===== config.mk =====
export PLATFORM = sky130hd
export DESIGN_NAME = rom_boot_loader_flat
export DESIGN_NICKNAME = d
export VERILOG_FILES = /design/src/rtl/rom_boot_loader_pkg.sv /design/src/rtl/rom_boot_loader_if.sv /design/src/rtl/rom_boot_loader_timeout_ctr.sv /design/src/rtl/rom_boot_loader.sv /design/src/flat_wrapper.sv
export SDC_FILE = /design/constraint.sdc
export NUM_CORES = 1
export LEC_CHECK = 0
export CAP_MARGIN = 20
export CORE_MARGIN = 2
export CORE_UTILIZATION = 40
export DETAILED_ROUTE_END_ITERATION = 8
export HOLD_SLACK_MARGIN = 0.12
export PLACE_DENSITY_LB_ADDON = 0.1
export RECOVER_POWER = 50
export SYNTH_ARGS = -nofsm -noshare
export SYNTH_HDL_FRONTEND = slang
export SYNTH_SLANG_ARGS = --single-unit

===== constraint.sdc =====
create_clock -name clk -period 6.22 [get_ports clk]
set_clock_uncertainty 0.2 [all_clocks]
set_input_delay 0.622 -clock clk [delete_from_list [all_inputs] [get_ports clk]]
set_output_delay 0.622 -clock clk [all_outputs]
set_load 0.03 [all_outputs]

===== src/rtl/rom_boot_loader_pkg.sv =====
// Shared types and constants for the UART-driven program ROM boot loader.
package rom_boot_pkg;

  typedef enum logic [2:0] {
    IDLE,
    LEN_HI,
    LEN_LO,
    DAT_HI,
    DAT_LO,
    WRITE,
    CHK,
    RESP
  } boot_state_t;

  localparam logic [7:0] DEF_SYNC_BYTE = 8'hA5;
  localparam logic [7:0] DEF_ACK_BYTE  = 8'h06;
  localparam logic [7:0] DEF_NAK_BYTE  = 8'h15;

  function automatic int tmo_cnt_width(input int cycles);
    return (cycles > 2) ? $clog2(cycles) : 1;
  endfunction

endpackage


===== src/rtl/rom_boot_loader_if.sv =====
// Byte-stream handshake between the UART and the boot loader (rx in, tx response out).
interface rom_boot_loader_if;
  logic [7:0] rx_tdata;
  logic       rx_tvalid;
  logic       rx_tready;
  logic [7:0] tx_tdata;
  logic       tx_tvalid;
  logic       tx_tready;

  modport master (
    output rx_tdata, rx_tvalid, tx_tready,
    input  rx_tready, tx_tdata, tx_tvalid
  );

  modport slave (
    input  rx_tdata, rx_tvalid, tx_tready,
    output rx_tready, tx_tdata, tx_tvalid
  );
endinterface


===== src/rtl/rom_boot_loader_timeout_ctr.sv =====
// Inter-byte idle timer: clears on request, counts while enabled, flags the terminal count.
module boot_timeout_ctr
  import rom_boot_pkg::*;
#(
  parameter int TIMEOUT_CYCLES = 1000000
) (
  input  logic clk,
  input  logic reset_n,
  input  logic i_clear,
  input  logic i_en,
  output logic o_expire
);
  localparam int CW = tmo_cnt_width(TIMEOUT_CYCLES);
  localparam logic [CW-1:0] LAST = CW'(TIMEOUT_CYCLES - 1);

  logic [CW-1:0] r_cnt;

  always_ff @(posedge clk) begin
    if (!reset_n) begin
      r_cnt <= '0;
    end else if (i_clear) begin
      r_cnt <= '0;
    end else if (i_en && (r_cnt != LAST)) begin
      r_cnt <= r_cnt + CW'(1);
    end
  end

  assign o_expire = i_en && (r_cnt == LAST);
endmodule


===== src/rtl/rom_boot_loader.sv =====
// Boot loader FSM: parses SYNC/LEN/DATA/CHK frames, writes program ROM, holds the CPU in reset.
// IDLE wait sync | LEN_* word count | DAT_* word bytes | WRITE rom strobe | CHK checksum | RESP reply
module rom_boot_loader
  import rom_boot_pkg::*;
#(
  parameter int         ROM_ADDR_WIDTH = 12,
  parameter int         ROM_DATA_WIDTH = 14,
  parameter int         TIMEOUT_CYCLES = 1000000,
  parameter logic [7:0] SYNC_BYTE      = DEF_SYNC_BYTE,
  parameter logic [7:0] ACK_BYTE       = DEF_ACK_BYTE,
  parameter logic [7:0] NAK_BYTE       = DEF_NAK_BYTE
) (
  input  logic                      clk,
  input  logic                      reset_n,
  rom_boot_loader_if.slave          bus,
  output logic [ROM_ADDR_WIDTH-1:0] rom_adr_o,
  output logic [ROM_DATA_WIDTH-1:0] rom_dat_o,
  output logic                      rom_we_o,
  output logic                      cpu_reset_o,
  output logic                      busy_o,
  output logic                      err_o
);
  localparam int NW = ROM_ADDR_WIDTH + 1;
  localparam int HW = ROM_DATA_WIDTH - 8;
  localparam logic [16:0] MAX_LEN = 17'(1) << ROM_ADDR_WIDTH;

  boot_state_t               r_state;
  logic                      r_rx_tready;
  logic                      r_tx_tvalid;
  logic [7:0]                r_tx_tdata;
  logic                      r_rom_we;
  logic [ROM_ADDR_WIDTH-1:0] r_rom_adr;
  logic [ROM_DATA_WIDTH-1:0] r_rom_dat;
  logic                      r_cpu_reset;
  logic                      r_busy;
  logic                      r_err;
  logic [7:0]                r_len_hi;
  logic [7:0]                r_sum;
  logic [HW-1:0]             r_dat_hi;
  logic [NW-1:0]             r_cnt;
  logic [ROM_ADDR_WIDTH-1:0] r_addr;

  logic       w_accept;
  logic       w_active;
  logic       w_expire;
  logic       w_timeout;
  logic       w_len_bad;
  logic [7:0] w_sum_next;
  logic [15:0] w_len16;

  assign w_accept   = bus.rx_tvalid && r_rx_tready;
  assign w_active   = r_state inside {LEN_HI, LEN_LO, DAT_HI, DAT_LO, CHK};
  assign w_sum_next = r_sum + bus.rx_tdata;
  assign w_len16    = {r_len_hi, bus.rx_tdata};
  assign w_len_bad  = (w_len16 == 16'd0) || ({1'b0, w_len16} > MAX_LEN);
  // An accepted byte beats a timeout landing in the same cycle.
  assign w_timeout  = w_expire && !w_accept;

  boot_timeout_ctr #(
    .TIMEOUT_CYCLES(TIMEOUT_CYCLES)
  ) u_timeout (
    .clk     (clk),
    .reset_n (reset_n),
    .i_clear (w_accept || !w_active),
    .i_en    (w_active),
    .o_expire(w_expire)
  );

  always_ff @(posedge clk) begin
    if (!reset_n) begin
      r_state     <= IDLE;
      r_rx_tready <= 1'b1;
      r_tx_tvalid <= 1'b0;
      r_tx_tdata  <= '0;
      r_rom_we    <= 1'b0;
      r_rom_adr   <= '0;
      r_rom_dat   <= '0;
      r_cpu_reset <= 1'b0;
      r_busy      <= 1'b0;
      r_err       <= 1'b0;
      r_len_hi    <= '0;
      r_sum       <= '0;
      r_dat_hi    <= '0;
      r_cnt       <= '0;
      r_addr      <= '0;
    end else begin
      r_rom_we <= 1'b0;
      if (w_timeout) begin
        r_state     <= RESP;
        r_tx_tdata  <= NAK_BYTE;
        r_tx_tvalid <= 1'b1;
        r_err       <= 1'b1;
        r_rx_tready <= 1'b0;
      end else begin
        case (r_state)
          IDLE: begin
            if (w_accept && (bus.rx_tdata == SYNC_BYTE)) begin
              r_cpu_reset <= 1'b1;
              r_busy      <= 1'b1;
              r_sum       <= '0;
              r_addr      <= '0;
              r_state     <= LEN_HI;
            end
          end
          LEN_HI: begin
            if (w_accept) begin
              r_len_hi <= bus.rx_tdata;
              r_sum    <= w_sum_next;
              r_state  <= LEN_LO;
            end
          end
          LEN_LO: begin
            if (w_accept) begin
              r_sum <= w_sum_next;
              if (w_len_bad) begin
                r_state     <= RESP;
                r_tx_tdata  <= NAK_BYTE;
                r_tx_tvalid <= 1'b1;
                r_err       <= 1'b1;
                r_rx_tready <= 1'b0;
              end else begin
                r_cnt   <= w_len16[NW-1:0];
                r_state <= DAT_HI;
              end
            end
          end
          DAT_HI: begin
            if (w_accept) begin
              r_dat_hi <= bus.rx_tdata[HW-1:0];
              r_sum    <= w_sum_next;
              r_state  <= DAT_LO;
            end
          end
          DAT_LO: begin
            if (w_accept) begin
              r_sum       <= w_sum_next;
              r_rom_dat   <= {r_dat_hi, bus.rx_tdata};
              r_rom_adr   <= r_addr;
              r_rom_we    <= 1'b1;
              r_rx_tready <= 1'b0;
              r_state     <= WRITE;
            end
          end
          WRITE: begin
            r_addr      <= r_addr + ROM_ADDR_WIDTH'(1);
            r_cnt       <= r_cnt - NW'(1);
            r_rx_tready <= 1'b1;
            r_state     <= (r_cnt == NW'(1)) ? CHK : DAT_HI;
          end
          CHK: begin
            if (w_accept) begin
              r_sum       <= w_sum_next;
              r_tx_tvalid <= 1'b1;
              r_rx_tready <= 1'b0;
              r_state     <= RESP;
              if (w_sum_next == 8'h00) begin
                r_tx_tdata <= ACK_BYTE;
                r_err      <= 1'b0;
              end else begin
                r_tx_tdata <= NAK_BYTE;
                r_err      <= 1'b1;
              end
            end
          end
          RESP: begin
            if (r_tx_tvalid && bus.tx_tready) begin
              r_tx_tvalid <= 1'b0;
              r_busy      <= 1'b0;
              r_rx_tready <= 1'b1;
              r_state     <= IDLE;
              // The CPU is only released by a verified image.
              if (r_tx_tdata == ACK_BYTE) begin
                r_cpu_reset <= 1'b0;
              end
            end
          end
          default: r_state <= IDLE;
        endcase
      end
    end
  end

  assign bus.rx_tready = r_rx_tready;
  assign bus.tx_tvalid = r_tx_tvalid;
  assign bus.tx_tdata  = r_tx_tdata;
  assign rom_we_o      = r_rom_we;
  assign rom_adr_o     = r_rom_adr;
  assign rom_dat_o     = r_rom_dat;
  assign cpu_reset_o   = r_cpu_reset;
  assign busy_o        = r_busy;
  assign err_o         = r_err;
endmodule


===== src/flat_wrapper.sv =====
// flat-port wrapper written by rule: the top's interface ports become plain ports
module rom_boot_loader_flat import rom_boot_pkg::*;
#(
  parameter int         ROM_ADDR_WIDTH = 12,
  parameter int         ROM_DATA_WIDTH = 14,
  parameter int         TIMEOUT_CYCLES = 1000000,
  parameter logic [7:0] SYNC_BYTE      = DEF_SYNC_BYTE,
  parameter logic [7:0] ACK_BYTE       = DEF_ACK_BYTE,
  parameter logic [7:0] NAK_BYTE       = DEF_NAK_BYTE
)
  (clk, reset_n, rom_adr_o, rom_dat_o, rom_we_o, cpu_reset_o, busy_o, err_o, bus_rx_tdata, bus_rx_tvalid, bus_tx_tready, bus_rx_tready, bus_tx_tdata, bus_tx_tvalid);
  rom_boot_loader_if bus_i ();
  input  logic clk;
  input  logic reset_n;
  output logic [ROM_ADDR_WIDTH-1:0] rom_adr_o;
  output logic [ROM_DATA_WIDTH-1:0] rom_dat_o;
  output logic rom_we_o;
  output logic cpu_reset_o;
  output logic busy_o;
  output logic err_o;
  input wire logic [$bits(bus_i.rx_tdata)-1:0] bus_rx_tdata;
  input wire logic [$bits(bus_i.rx_tvalid)-1:0] bus_rx_tvalid;
  input wire logic [$bits(bus_i.tx_tready)-1:0] bus_tx_tready;
  output wire logic [$bits(bus_i.rx_tready)-1:0] bus_rx_tready;
  output wire logic [$bits(bus_i.tx_tdata)-1:0] bus_tx_tdata;
  output wire logic [$bits(bus_i.tx_tvalid)-1:0] bus_tx_tvalid;
  assign bus_i.rx_tdata = bus_rx_tdata;
  assign bus_i.rx_tvalid = bus_rx_tvalid;
  assign bus_i.tx_tready = bus_tx_tready;
  assign bus_rx_tready = bus_i.rx_tready;
  assign bus_tx_tdata = bus_i.tx_tdata;
  assign bus_tx_tvalid = bus_i.tx_tvalid;
  rom_boot_loader #(.ROM_ADDR_WIDTH(ROM_ADDR_WIDTH), .ROM_DATA_WIDTH(ROM_DATA_WIDTH), .TIMEOUT_CYCLES(TIMEOUT_CYCLES), .SYNC_BYTE(SYNC_BYTE), .ACK_BYTE(ACK_BYTE), .NAK_BYTE(NAK_BYTE)) u_core (.clk(clk), .reset_n(reset_n), .bus(bus_i), .rom_adr_o(rom_adr_o), .rom_dat_o(rom_dat_o), .rom_we_o(rom_we_o), .cpu_reset_o(cpu_reset_o), .busy_o(busy_o), .err_o(err_o));
endmodule

## Word level (Yosys, flattened, before mapping)

Cells that the tools add are included.

| word-level totals | value |
|---|---|
| flip-flop bits (word level) | 110 |
| latch bits | 0 |
| bits in writable memories | 0 |
| bits in read-only memories | 0 |
| input port bits | 12 |
| output and inout port bits | 40 |
| memories | 0 |

| operators by class | value |
|---|---|
| add/sub/neg operators | 4 |
| $mul | 0 |
| divide/modulo/power cells | 0 |
| $lt $le $gt $ge | 1 |
| eq/ne operators | 29 |
| shift-type cells | 0 |
| mux-type cells | 47 |
| bitwise gates (word level) | 3 |
| reductions and logical operators | 40 |

Operators by type and width:

| operator | count |
|---|---|
| two-way mux 8 bit | 5 |
| one-hot mux 8 bit (2 select lines) | 2 |
| two-way mux 3 bit | 10 |
| inequality test 3 x 1 -> 1 bit, second input constant | 9 |
| two-way mux 13 bit | 2 |
| one-hot mux 13 bit (2 select lines) | 1 |
| one-hot mux 12 bit (2 select lines) | 1 |
| one-hot mux 3 bit (8 select lines) | 1 |
| adder 20 x 1 -> 20 bit, second input constant | 1 |
| == test 20 bit, second input constant | 1 |
| inequality test 20 bit, second input constant | 1 |
| AND reduction 4 bit | 5 |
| two-way mux 1 bit | 17 |
| greater-than comparator 16 x 13 -> 1 bit, second input constant | 1 |
| zero test 16 bit | 1 |
| AND reduction 5 bit | 3 |
| inequality test 2 x 1 -> 1 bit, second input constant | 7 |
| == test 13 x 1 -> 1 bit, second input constant | 1 |
| subtractor 13 x 1 -> 13 bit, second input constant | 1 |
| adder 12 x 1 -> 12 bit, second input constant | 1 |
| == test 3 bit, second input constant | 4 |
| two-way mux 12 bit | 1 |
| AND reduction 3 bit | 4 |
| two-way mux 5 bit | 2 |
| other kinds (23) | 42 |

## Logic depth before layout (Yosys ltp)

Gate-level depths: netlist of the first run.

| logic depth | value |
|---|---|
| depth in word-level cells | 6 |
| gate-level depth with buffers | 8 |
| depth with buffers taken out | 8 |

## By module

Synthesis of the first run repeated with hierarchy kept, for this count alone.

| second synthesis, totals | value |
|---|---|
| cells, all modules | 628 |
| area total of the unflattened synthesis | 5144.9 um^2 |

Modules (own cells, without submodules):

| module | times used | cells an instance | area each (um^2) | sequential area each (um^2) |
|---|---|---|---|---|
| rom_boot_loader | 1 | 505 | 4090.2 | 1681.6 |
| boot_timeout_ctr | 1 | 123 | 1054.8 | 400.4 |

## Worst setup path after synthesis of the first run

No wires, ideal clock.

| timing | value |
|---|---|
| path type | in2reg |
| from | input port bus_rx_tdata[0] |
| to | register u_core.r_tx_tdata[1], in the netlist u_core.bus.tx_tdata[1] |
| library setup time | 86 ps |
| data arrival time | 2212 ps |
| required time | 5934 ps |
| setup slack | 3722 ps |
| stages | 8 |
| buffers on the path | 0 |
| cells stage by stage | ha_1 -> fa_1 -> a21o_1 -> a21oi_1 -> xnor2_1 -> nor4_1 -> nand4_1 -> a211oi_1 |

| on the way | value |
|---|---|
| word-level cells in the longest chain between the ends | 5 |
| elaborated cells on any way between the ends | 10 |

Ends and longest elaborated chain:

| what | line | text |
|---|---|---|
| start: declaration | flat_wrapper.sv:21 | `input wire logic [$bits(bus_i.rx_tdata)-1:0] bus_rx_tdata;` |
| adder 8 bit | rom_boot_loader.sv:53 | `assign w_sum_next = r_sum + bus.rx_tdata;` |
| zero test 8 bit | rom_boot_loader.sv:156 | `if (w_sum_next == 8'h00) begin` |
| two-way mux 5 bit | rom_boot_loader.sv:156 |  |
| two-way mux 8 bit | rom_boot_loader.sv:151 | `if (w_accept) begin` |
| one-hot mux 8 bit (2 select lines) | rom_boot_loader.sv:95 | `case (r_state)` |
| end signal: assignment | rom_boot_loader.sv:90 | `r_tx_tdata <= NAK_BYTE;` |
| end signal: assignment | rom_boot_loader.sv:157 | `r_tx_tdata <= ACK_BYTE;` |
| end signal: assignment | rom_boot_loader.sv:160 | `r_tx_tdata <= NAK_BYTE;` |
| end: declaration | rom_boot_loader.sv:30 | `logic [7:0] r_tx_tdata;` |

Several ways; a longest one is shown, not always the timed one. The select of a mux whose other input is x is not followed.
A chain may end at the register's enable or synchronous reset.

## Final worst setup path of the first run

| timing | value |
|---|---|
| from | input port bus_rx_tdata[3] |
| to | register u_core.r_cnt[7] |

| on the way | value |
|---|---|
| word-level cells in the longest chain between the ends | 4 |
| elaborated cells on any way between the ends | 5 |

Ends and longest elaborated chain:

| what | line | text |
|---|---|---|
| greater-than comparator 16 x 13 -> 1 bit or zero test 16 bit (tied branches) | rom_boot_loader.sv:55 | `assign w_len_bad = (w_len16 == 16'd0) \|\| ({1'b0, w_len16} > MAX_LEN);` |
| logical OR 1 bit * | rom_boot_loader.sv:55 |  |
| inequality test 2 bit (no line) * | -- |  |
| AND reduction 4 bit (no line) * | -- |  |
| end signal: assignment | rom_boot_loader.sv:122 | `r_cnt <= w_len16[NW-1:0];` |
| end signal: assignment | rom_boot_loader.sv:146 | `r_cnt <= r_cnt - NW'(1);` |
| end: declaration | rom_boot_loader.sv:40 | `logic [NW-1:0] r_cnt;` |

Every way passes the cells marked *; elsewhere a longest branch is shown, timed or not.

==> run summary, run 1 <==
======================================================================================
Status .................................................................. finished clean
Share of layout cells above drive strength 1 ............................        3.94%
Via-per-instance ratio ..................................................         5.33
Final critical path time including I/O delays and setup .................      3.37 ns
TNS Setup ...............................................................         0 ns
CP endpoint kind ........................................................    flip-flop
Via Count ...............................................................         4438
Post-CTS setup buffer count .............................................            0
Unrepaired setup endpoints after global routing .........................           no
Routability-driven placement congestion ratio ...........................        0.874
Routed Wire Length ......................................................      12.6 mm
Core Rows ...............................................................           41
# Max-Cap Violations ....................................................            0
Mean cell area of the mapped netlist ....................................    8.04 um^2
Total power divided by cell area ........................................  220 nW/um^2
Number of buffers created by CTS ........................................            9
Most frequently used cell type in the post-synthesis netlist ............ sky130_fd_sc_hd__nand2_1
Iter 0 DRT Violations ...................................................          314
Number of top-level design ports ........................................           52
Number of nets at the end of the flow ...................................          679
TritonCTS clock tree ....................................................          yes
Detailed-route DRC error count ..........................................            0
Max transition margin ...................................................        34.6%
Vias in the first global route ..........................................         4081
Required time at the worst-slack endpoint ...............................      6.27 ns
Grt total ovfl ..........................................................            0
Wire length the detailed router placed on met1 ..........................      5.81 mm
Pin count of the biggest net entering global routing ....................           42
Post-layout instance area ...............................................    5870 um^2
Routed length per placed instance .......................................      15.1 um
Number of optimization iterations in the first detailed-route pass ......            6
Arrival time reported for the critical path endpoint ....................      3.43 ns
Final hold viol count ...................................................            0
Leading cell types by total area after synthesis ........................ sky130_fd_sc_hd__dfxtp_1 41%, sky130_fd_sc_hd__nand2_1 8.5%, sky130_fd_sc_hd__nor2_1 5.8%
Number of non-filler instances in the completed layout ..................          832
GRT Total Usage .........................................................        19.4%
Detailed route wirelength on metal2 .....................................      5.93 mm
Post-synth EDFFs ........................................................            0
Synthesized area ........................................................    5040 um^2
Most common flop cell mapped by yosys ................................... sky130_fd_sc_hd__dfxtp_1
Maximum operating frequency .............................................      296 MHz
Crit-path max FO ........................................................           10
Pin slew with the least headroom to its limit ...........................     0.978 ns
Critical setup path kind ................................................    in -> reg
Initial antenna violation count .........................................            0
Number of flip-flops and latches in the synthesized netlist .............          104
Wire length of the first global-routing pass ............................      20.5 mm
Placed standard-cell area ...............................................    5580 um^2
Post-synthesis sequential area ratio ....................................        41.3%
Instance count after placement with tap cells included ..................          815
Core Footprint ..........................................................   12500 um^2
Post-cts repair resize count ............................................            0
Setup crit start kind ...................................................    input pin
Number of different library cells in the post-synthesis netlist .........           60
Post-synth top area cell ................................................ sky130_fd_sc_hd__dfxtp_1
Placed wire-length estimate .............................................      8.93 mm
Count of buffers from port buffering ....................................           47
Die ar. .................................................................   13500 um^2
Total leakage power .....................................................      2.14 nW
Fin crit share ..........................................................        54.2%
Signed area change from the synthesized netlist to the final layout .....        16.4%
Number of warnings reported in the yosys synthesis log ..................            0
Top layer in use ........................................................         met4
Instance count of the mapped netlist ....................................          627
Number of max-slew violations in the final report .......................            0
Number of H-tree levels .................................................            3
Detail Route Antenna Nets ...............................................            0
Yosys top cell area share ...............................................        41.3%
Clock slew at the register clock pins of the worst setup and hold paths .      0.07 ns
Sum of met3 wire segment lengths after detailed routing .................       658 um
Clk sink count ..........................................................          104
Count of endpoints failing setup in the final report ....................            0
HP Class ................................................................   reg -> reg
Vert. Die Dim ...........................................................       116 um
Utilization after layout ................................................        47.1%
Effective utilization at floorplan ......................................        40.5%
Max IR drop VDD .........................................................   0.000109 V
Most common library cells after synthesis ............................... 114 x sky130_fd_sc_hd__nand2_1, 104 x sky130_fd_sc_hd__dfxtp_1, 78 x sky130_fd_sc_hd__nor2_1
Clock root buffer ....................................................... sky130_fd_sc_hd__clkbuf_16
Clock Path Buffers ......................................................            2
Final worst hold slack ..................................................     0.249 ns
Clk Latency, worst-skew pair ............................................      0.35 ns
Count of hold buffers inserted by post-cts repair .......................            0
FFs w/ async S/R, synth .................................................           0%
Width of the chip .......................................................       116 um
Antenna cells ...........................................................            0
======================================================================================
## sequential cells by signal, indices dropped and copies added (netlist names)
| name | flops |
|---|---|
| u_core.r_addr | 12 |
| u_core.r_sum | 8 |
| u_core.rom_we_o | 1 |
| u_core.rom_dat_o | 14 |
| u_core.r_state | 3 |
| u_core.r_cnt | 13 |
| u_core.bus.tx_tdata | 3 |
| u_core.u_timeout.r_cnt | 20 |
| u_core.r_len_hi | 8 |
| u_core.busy_o | 1 |
| u_core.rom_adr_o | 12 |
| u_core.bus.tx_tvalid | 1 |
| u_core.bus.rx_tready | 1 |
| u_core.cpu_reset_o | 1 |
| u_core.r_dat_hi | 6 |
## area by class of cell
| cell class | count | area, um^2 |
|---|---|---|
| repair buffers | 49 | 493 |
| flip-flops and latches | 104 | 2080 |
| inverters | 9 | 33.8 |
| well taps | 172 | 215 |
| clock inverters | 7 | 77.6 |
| fillers | 1259 | 6590 |
| clock buffers | 9 | 225 |
| multi-input cells | 482 | 2750 |
## per-stage QoR
stage	total power, mW	worst slack, ns
floorplan	0.708	3.72
global placement	0.727	2.83
detailed placement	0.728	2.74
CTS	1.31	3.10
global route	1.34	2.58
finish	1.29	2.85
## critical path, cell delays in order
cell	delay, ns
sky130_fd_sc_hd__clkdlybuf4s50_1	0.61
sky130_fd_sc_hd__nor4_1	0.72
sky130_fd_sc_hd__a31oi_1	0.24
sky130_fd_sc_hd__or2_4	0.34
sky130_fd_sc_hd__o41ai_4	0.55
sky130_fd_sc_hd__a21boi_1	0.13
sky130_fd_sc_hd__o21a_1	0.21
## placed cells by master (no fill, tap or decap), types with 3 or more instances in the layout
cell	instances
sky130_fd_sc_hd__and4_1	3
sky130_fd_sc_hd__clkbuf_16	9
sky130_fd_sc_hd__nand4_1	14
sky130_fd_sc_hd__dfxtp_1	104
sky130_fd_sc_hd__nand2_1	114
sky130_fd_sc_hd__a211oi_1	4
sky130_fd_sc_hd__a21o_1	9
sky130_fd_sc_hd__o21ai_0	14
sky130_fd_sc_hd__xor2_1	20
sky130_fd_sc_hd__nand3_1	17
sky130_fd_sc_hd__nor3_1	13
sky130_fd_sc_hd__or4_1	3
sky130_fd_sc_hd__a21boi_0	8
sky130_fd_sc_hd__o31ai_1	5
sky130_fd_sc_hd__inv_1	8
sky130_fd_sc_hd__ha_1	11
sky130_fd_sc_hd__xnor2_1	14
sky130_fd_sc_hd__a31oi_1	6
sky130_fd_sc_hd__nor2_1	78
sky130_fd_sc_hd__o21ai_1	7
sky130_fd_sc_hd__and3_1	11
sky130_fd_sc_hd__a21oi_1	57
sky130_fd_sc_hd__clkdlybuf4s50_1	9
sky130_fd_sc_hd__or3_1	7
sky130_fd_sc_hd__dlygate4sd3_1	38
sky130_fd_sc_hd__mux2i_1	15
sky130_fd_sc_hd__nor4_1	12
sky130_fd_sc_hd__nand2b_1	4
sky130_fd_sc_hd__conb_1	4
## final timing paths
| check | start | endpoint | slack, ns | cells past startpoint |
|---|---|---|---|---|
| worst min-delay path | u_core.rom_adr_o[6]$_SDFFE_PN0P_ | u_core.rom_adr_o[6]$_SDFFE_PN0P_ | 0.25 | 2 |
| worst min register to register | u_core.rom_adr_o[6]$_SDFFE_PN0P_ | u_core.rom_adr_o[6]$_SDFFE_PN0P_ | 0.25 | 2 |
| worst max register to register | u_core.r_state[0]$_SDFFE_PN0P_ | u_core.u_timeout.r_cnt[19]$_SDFFE_PP0P_ | 3.47 | 6 |
| worst max-delay path | bus_rx_tdata[3] | u_core.r_cnt[7]$_SDFFE_PN0P_ | 2.85 | 7 |
## routing by layer
| layer | GRT usage [%] | vias up |
|---|---|---|
| met5 | 0 | - |
| met4 | 7.38 | 0 |
| met3 | 4.05 | 16 |
| met2 | 31.3 | 106 |
| met1 | 25.6 | 2093 |
| li1 | - | 2223 |
## logic make-up (layout without fill, tap and decap cells)
kind of cell / after synthesis / count (layout) / share of synthesized area [%]
AND/OR/NAND/NOR: 291 / 291 / 26.9
buffers and inverters: 44 / 74 / 3.94
multiplexers: 15 / 15 / 2.98
adder cells (fa/ha/maj): 12 / 12 / 3.13
other: 1 / 4 / 0.0744
XOR/XNOR: 34 / 34 / 5.90
flip-flops: 104 / 104 / 41.3
AO/OA/AOI/OAI: 126 / 126 / 15.8
## power breakdown
part / internal [mW] / total, mW / switching (mW) / leakage (nW)
sequential: 0.665 / 0.666 / 0.000207 / 0.837
clock: 0.317 / 0.580 / 0.263 / 0.152
combinational: 0.0140 / 0.0458 / 0.0318 / 1.15
Power figures use the tool's default switching activity.
==> run 2, diff against run 1 <==
- clock period: 6.22 -> 3.05 ns (I/O delays scaled with it)
==> run 2 against run 1 <==
Register-to-register slack got worse by 2.9 ns. Sequential power increased by 100%. First-iteration DRC count shrank 4.5%. Routed wire length fell by 0.47%.
==> run summary, run 2 (synthesis results as in run 1) <==
======================================================================================
Status .................................................................. finished clean
Number of top-level design ports ........................................           52
Largest register FFs ....................................................           20
Vias in the first global route ..........................................         4208
GRT Total Usage .........................................................        19.6%
Max transition margin ...................................................        22.2%
Count of hold buffers inserted by post-cts repair .......................            0
Share of layout cells above drive strength 1 ............................        6.22%
Detailed-route DRC error count ..........................................            0
Die ar. .................................................................   13500 um^2
Effective utilization at floorplan ......................................        40.5%
Count of buffers from port buffering ....................................           47
Clock root buffer ....................................................... sky130_fd_sc_hd__clkbuf_16
Fin crit share ..........................................................        83.1%
Clock Path Buffers ......................................................            2
Clk Latency, worst-skew pair ............................................      0.35 ns
Crit path largest cell delay ............................................      0.57 ns
Cell-by-cell listing of the critical path ............................... clkdlybuf4s50_1, nor4_1, a31oi_1, or2_4, o41a_4, o21ai_0, a21oi_1
Part of the power in combinational logic ................................         3.7%
Post-cts repair resize count ............................................            0
Arrival time reported for the critical path endpoint ....................      2.53 ns
Internal Power ..........................................................      2.20 mW
Antenna cells ...........................................................            0
Core Rows ...............................................................           41
Top register by number of flip-flops .................................... u_core.u_timeout.r_cnt
CP endpoint kind ........................................................    flip-flop
TritonCTS clock tree ....................................................          yes
Placed wire-length estimate .............................................      9.04 mm
Via-per-instance ratio ..................................................         5.28
TNS Setup ...............................................................         0 ns
Count of endpoints failing setup in the final report ....................            0
Number of nets at the end of the flow ...................................          694
HP Class ................................................................   reg -> reg
Number of max-slew violations in the final report .......................            0
Via Count ...............................................................         4469
Post-CTS setup buffer count .............................................            0
Required time at the worst-slack endpoint ...............................      3.05 ns
Iter 0 DRT Violations ...................................................          300
Max IR drop VDD .........................................................   0.000244 V
Pin slew with the least headroom to its limit ...........................      1.17 ns
Pin count of the biggest net entering global routing ....................           43
Detail Route Antenna Nets ...............................................            0
Number of buffers created by CTS ........................................            9
Vert. Die Dim ...........................................................       116 um
Number of optimization iterations in the first detailed-route pass ......            4
Wire length of the first global-routing pass ............................      20.7 mm
Total leakage power .....................................................      2.22 nW
Total power divided by cell area ........................................  462 nW/um^2
Unrepaired setup endpoints after global routing .........................           no
Master of the slowest instance on the critical path ..................... sky130_fd_sc_hd__clkdlybuf4s50_1
Clock power frac ........................................................        47.7%
Grt total ovfl ..........................................................            0
Critical setup path kind ................................................    in -> reg
Highest-count cells in the layout ignoring fill and taps ................ 114 x sky130_fd_sc_hd__nand2_1, 104 x sky130_fd_sc_hd__dfxtp_1, 78 x sky130_fd_sc_hd__nor2_1
Routed length per placed instance .......................................      14.8 um
Clk sink count ..........................................................          104
Final hold viol count ...................................................            0
Number of H-tree levels .................................................            3
Signed area change from the synthesized netlist to the final layout .....        19.8%
Initial antenna violation count .........................................            0
Core Footprint ..........................................................   12500 um^2
Part of the total power dissipated in sequential elements ...............        48.6%
Width of the chip .......................................................       116 um
Clock slew at the register clock pins of the worst setup and hold paths .      0.07 ns
Routability-driven placement congestion ratio ...........................        0.922
Sw Share ................................................................        21.3%
Crit-path max FO ........................................................           15
Maximum operating frequency .............................................      395 MHz
Setup crit start kind ...................................................    input pin
Utilization after layout ................................................        48.5%
Routed Wire Length ......................................................      12.5 mm
Most frequent standard cell in the layout excluding fill and tap cells .. sky130_fd_sc_hd__nand2_1
Total net switching power ...............................................       594 uW
# Max-Cap Violations ....................................................            0
Design Power ............................................................      2.79 mW
Final critical path time including I/O delays and setup .................      2.53 ns
======================================================================================
-- run 2: cell count changes in the layout (fill, tap and decap cells not counted), moves of 2 or more --
cell	previous run	this run
sky130_fd_sc_hd__bufinv_16	1	3
sky130_fd_sc_hd__nor4_1	12	10
sky130_fd_sc_hd__buf_4	1	15
sky130_fd_sc_hd__clkbuf_1	0	2
sky130_fd_sc_hd__clkinv_2	2	0
-- run 2: through the flow --
step	cells	hold WS (ns)	setup WS, ns	cell area, um^2
after floorplan	630	0.231	0.749	5050
after global placement	831	0.242	0.239	5720
after detailed placement	831	0.246	0.186	5720
after CTS	847	0.256	0.549	6060
after global routing	847	0.268	0.295	6040
final	847	0.250	0.516	6040
-- run 2: final timing paths --
check	cells past startpoint	from	slack [ns]	endpoint
worst max-delay path	7	bus_rx_tdata[2]	0.52	u_core.r_cnt[2]$_SDFFE_PN0P_
worst min-delay path	2	u_core.rom_adr_o[7]$_SDFFE_PN0P_	0.25	u_core.rom_adr_o[7]$_SDFFE_PN0P_
worst max register to register	5	u_core.r_state[1]$_SDFFE_PN0P_	0.56	u_core.rom_dat_o[3]$_SDFFE_PN0P_
worst min register to register	2	u_core.rom_adr_o[7]$_SDFFE_PN0P_	0.25	u_core.rom_adr_o[7]$_SDFFE_PN0P_
-- run 2: critical path: cells and delay by family --
| family | cells | cell delay (ns) |
|---|---|---|
| AOI/OAI and AO/OA | 4 | 0.93 |
| buffers and inverters | 1 | 0.57 |
| and+or+nand+nor | 2 | 0.72 |
-- run 2: power groups by stage --
stage                     Clock [mW]  Sequential [mW]  Combinational [mW]
after floorplan                    0             1.39              0.0550
after global placement             0             1.39               0.107
after detailed placement           0             1.39               0.106
after CTS                       1.37             1.36               0.107
after global routing            1.42             1.36               0.113
final                           1.33             1.36               0.104
-- run 2: layout make-up --
class | instances | area (um^2)
Clock buffer | 10 | 229
Clock inverter | 6 | 115
Fill cell | 1202 | 6420
Inverter | 9 | 33.8
Multi-Input combinational cell | 482 | 2770
Sequential cell | 104 | 2080
Tap cell | 172 | 215
Timing Repair Buffer | 64 | 592
-- run 2: layer usage --
layer | global-route usage (%) | part of all wire [%] | routed length [um]
met5 | 0 | 0 | 0
met2 | 31.0 | 45 | 5700
met4 | 8.49 | 2.5 | 310
met1 | 26.0 | 48 | 5960
met3 | 4.00 | 4.5 | 568
==> run 3, diff against run 2 <==
- clock period: 3.05 -> 2.15 ns (I/O delays scaled with it)
==> run 3 against run 2 <==
The flow now finishes with violations (setup timing). Design area is 11% higher. Routed wire length is 7.3% higher. Global-route usage is 0.90 points higher. Via count is 5.8% higher. Final cell count is 7.2% higher. Largest cell class unchanged.
==> run summary, run 3 (synthesis results as in run 1) <==
======================================================================================
Final worst slack .......................................................   -0.0303 ns
Clock Path Buffers ......................................................            2
Signed area change from the synthesized netlist to the final layout .....        33.2%
Number of nets at the end of the flow ...................................          756
Antenna cells ...........................................................            0
Iter 0 DRT Violations ...................................................          395
Startpoint of the most critical register-to-register path ............... u_core.r_sum[0]$_SDFFE_PN0P_
Utilization after layout ................................................        53.9%
Clk sink count ..........................................................          104
Failing checks .......................................................... setup timing
Fin crit share ..........................................................         101%
Sw Share ................................................................        22.2%
Width of the chip .......................................................       116 um
Initial antenna violation count .........................................            0
Unrepaired setup endpoints after global routing .........................          yes
TNS Setup ...............................................................   -0.0737 ns
Routability-driven placement congestion ratio ...........................        0.887
Final worst hold slack ..................................................     0.249 ns
Count of endpoints failing setup in the final report ....................            3
Max IR drop VDD .........................................................   0.000472 V
Number of buffers created by CTS ........................................            9
Required time at the worst-slack endpoint ...............................      2.22 ns
Max transition margin ...................................................        54.9%
Vert. Die Dim ...........................................................       116 um
Clock power frac ........................................................        43.2%
Highest-count cells in the layout ignoring fill and taps ................ 113 x sky130_fd_sc_hd__nand2_1, 97 x sky130_fd_sc_hd__dfxtp_1, 78 x sky130_fd_sc_hd__nor2_1
Status .................................................................. finished, violations left
Count of hold buffers inserted by post-cts repair .......................            0
Grt total ovfl ..........................................................            0
Detailed route wirelength on metal2 .....................................      6.49 mm
Maximum operating frequency .............................................      459 MHz
GRT Total Usage .........................................................        20.5%
Wire length the detailed router placed on met1 ..........................      6.28 mm
Die ar. .................................................................   13500 um^2
Internal Power ..........................................................      2.90 mW
Most frequent standard cell in the layout excluding fill and tap cells .. sky130_fd_sc_hd__nand2_1
Crit-path max FO ........................................................            3
Number of optimization iterations in the first detailed-route pass ......            5
Clk Latency, worst-skew pair ............................................      0.35 ns
Pin slew with the least headroom to its limit ...........................     0.677 ns
Hold path endpoint ...................................................... u_core.rom_adr_o[7]$_SDFFE_PN0P_
Core Rows ...............................................................           41
CP endpoint kind ........................................................    flip-flop
Arrival time reported for the critical path endpoint ....................      2.25 ns
Count of cells along the worst register-to-register path ................            8
Final critical path time including I/O delays and setup .................      2.18 ns
TritonCTS clock tree ....................................................          yes
Worst Hold Launch ....................................................... u_core.rom_adr_o[7]$_SDFFE_PN0P_
Total leakage power .....................................................      2.56 nW
Routed length per placed instance .......................................      14.8 um
Total power divided by cell area ........................................  554 nW/um^2
Via-per-instance ratio ..................................................         5.21
Part of the power in combinational logic ................................         5.0%
Number of max-slew violations in the final report .......................            0
Cell depth of the worst hold path .......................................            2
Master of the slowest instance on the critical path ..................... sky130_fd_sc_hd__or3_1
Design Power ............................................................      3.72 mW
# Max-Cap Violations ....................................................            0
Setup crit start kind ...................................................    flip-flop
Part of the total power dissipated in sequential elements ...............        51.7%
Final hold viol count ...................................................            0
Detailed-route DRC error count ..........................................            0
Vias in the first global route ..........................................         4533
Via Count ...............................................................         4728
Clock slew at the register clock pins of the worst setup and hold paths .      0.07 ns
Sum of met3 wire segment lengths after detailed routing .................       561 um
Core Footprint ..........................................................   12500 um^2
Clock root buffer ....................................................... sky130_fd_sc_hd__clkbuf_16
Top register by number of flip-flops .................................... u_core.u_timeout.r_cnt
Total net switching power ...............................................       825 uW
Cell-by-cell listing of the critical path ............................... ha_4, fa_2, a211oi_2, o21bai_1, a21oi_2, xor2_1, or3_1, a21oi_1
Effective utilization at floorplan ......................................        40.5%
Detail Route Antenna Nets ...............................................            0
Wire length of the first global-routing pass ............................      21.7 mm
HP Class ................................................................   reg -> reg
Share of layout cells above drive strength 1 ............................        19.8%
Number of H-tree levels .................................................            3
Critical setup path kind ................................................   reg -> reg
Largest register FFs ....................................................           20
Number of non-filler instances in the completed layout ..................          908
Top layer in use ........................................................         met4
Pin count of the biggest net entering global routing ....................           62
Worst R2R Setup Slack ...................................................     -0.03 ns
Number of top-level design ports ........................................           52
Reg-to-Reg End .......................................................... u_core.r_sum[6]$_SDFFE_PN0P_
Routed Wire Length ......................................................      13.5 mm
Crit path largest cell delay ............................................      0.37 ns
Count of buffers from port buffering ....................................           47
Placed wire-length estimate .............................................      9.59 mm
Instance count after placement with tap cells included ..................          891
======================================================================================
==> run 3: cell types whose count changed in the layout (fill, tap and decap cells not counted), sizes merged <==
cell and change:
dlygate4sd3 -4, buf +58, dlygate4sd2 +8, bufinv -2
o41a +1, dlymetal6s2s +1, clkinv +1, clkbuf +2
clkdlybuf4s50 -4
==> run 3: cell type report <==
class	instances	area (um^2)
multi-input cells	483	2990
clock inverters	5	56.3
well taps	172	215
inverters	9	33.8
fillers	1188	5750
repair buffers	125	1100
flip-flops and latches	104	2090
clock buffers	10	229
==> run 3: through the flow <==
step           instance area (um^2)  setup slack, ns
2_1_floorplan                  5060           0.0504
3_3_place_gp                   6240           -0.549
3_5_place_dp                   6240           -0.607
4_1_cts                        6660          -0.0611
5_1_grt                        6720           -0.166
6_report                       6720          -0.0303
==> run 3: layer usage <==
layer | up-vias | GRT usage, %
li1 | 2392 | -
met1 | 2237 | 26.1
met2 | 91 | 34.6
met3 | 8 | 5.24
met4 | 0 | 5.63
met5 | - | 0
==> run 3: how the worst max path moves through the flow <==
stage / start / end / slack, ns / cells past startpoint
detailed placement: bus_rx_tdata[0] / u_core.r_cnt[12]$_SDFFE_PN0P_ / -0.61 / 8
global route: u_core.r_sum[0]$_SDFFE_PN0P_ / u_core.r_sum[6]$_SDFFE_PN0P_ / -0.17 / 8
finish: u_core.r_sum[0]$_SDFFE_PN0P_ / u_core.r_sum[6]$_SDFFE_PN0P_ / -0.03 / 8
CTS: u_core.r_sum[0]$_SDFFE_PN0P_ / u_core.r_sum[6]$_SDFFE_PN0P_ / -0.06 / 8
floorplan: u_core.r_sum[0]$_SDFFE_PN0P_ / u_core.bus.tx_tdata[1]$_SDFFE_PP0P_ / 0.05 / 8
global placement: bus_rx_tdata[0] / u_core.r_sum[6]$_SDFFE_PN0P_ / -0.55 / 9
==> run 3: power by group through the flow <==
stage,sequential (mW),combinational [mW],clock [mW]
after floorplan,1.97,0.0784,0
after global placement,1.97,0.180,0
after detailed placement,1.97,0.180,0
after CTS,1.93,0.185,1.66
after global routing,1.92,0.200,1.74
final,1.93,0.187,1.61
==> run 3: critical path: cells and delay by family (launching register included) <==
family	cells	cell delay, ns
xor+xnor	1	0.10
fa+ha+maj	2	0.52
flops	1	0.34
simple gates	1	0.37
compound gates	4	0.58
==> run 3: timing repair <==
item,CTS,global route
buffers inserted,0,2
pin swaps,18,16
hold endpoints to repair,0,0
cloned,1,0
gates resized for setup,40,25
endpoints found under the setup margin,27,34
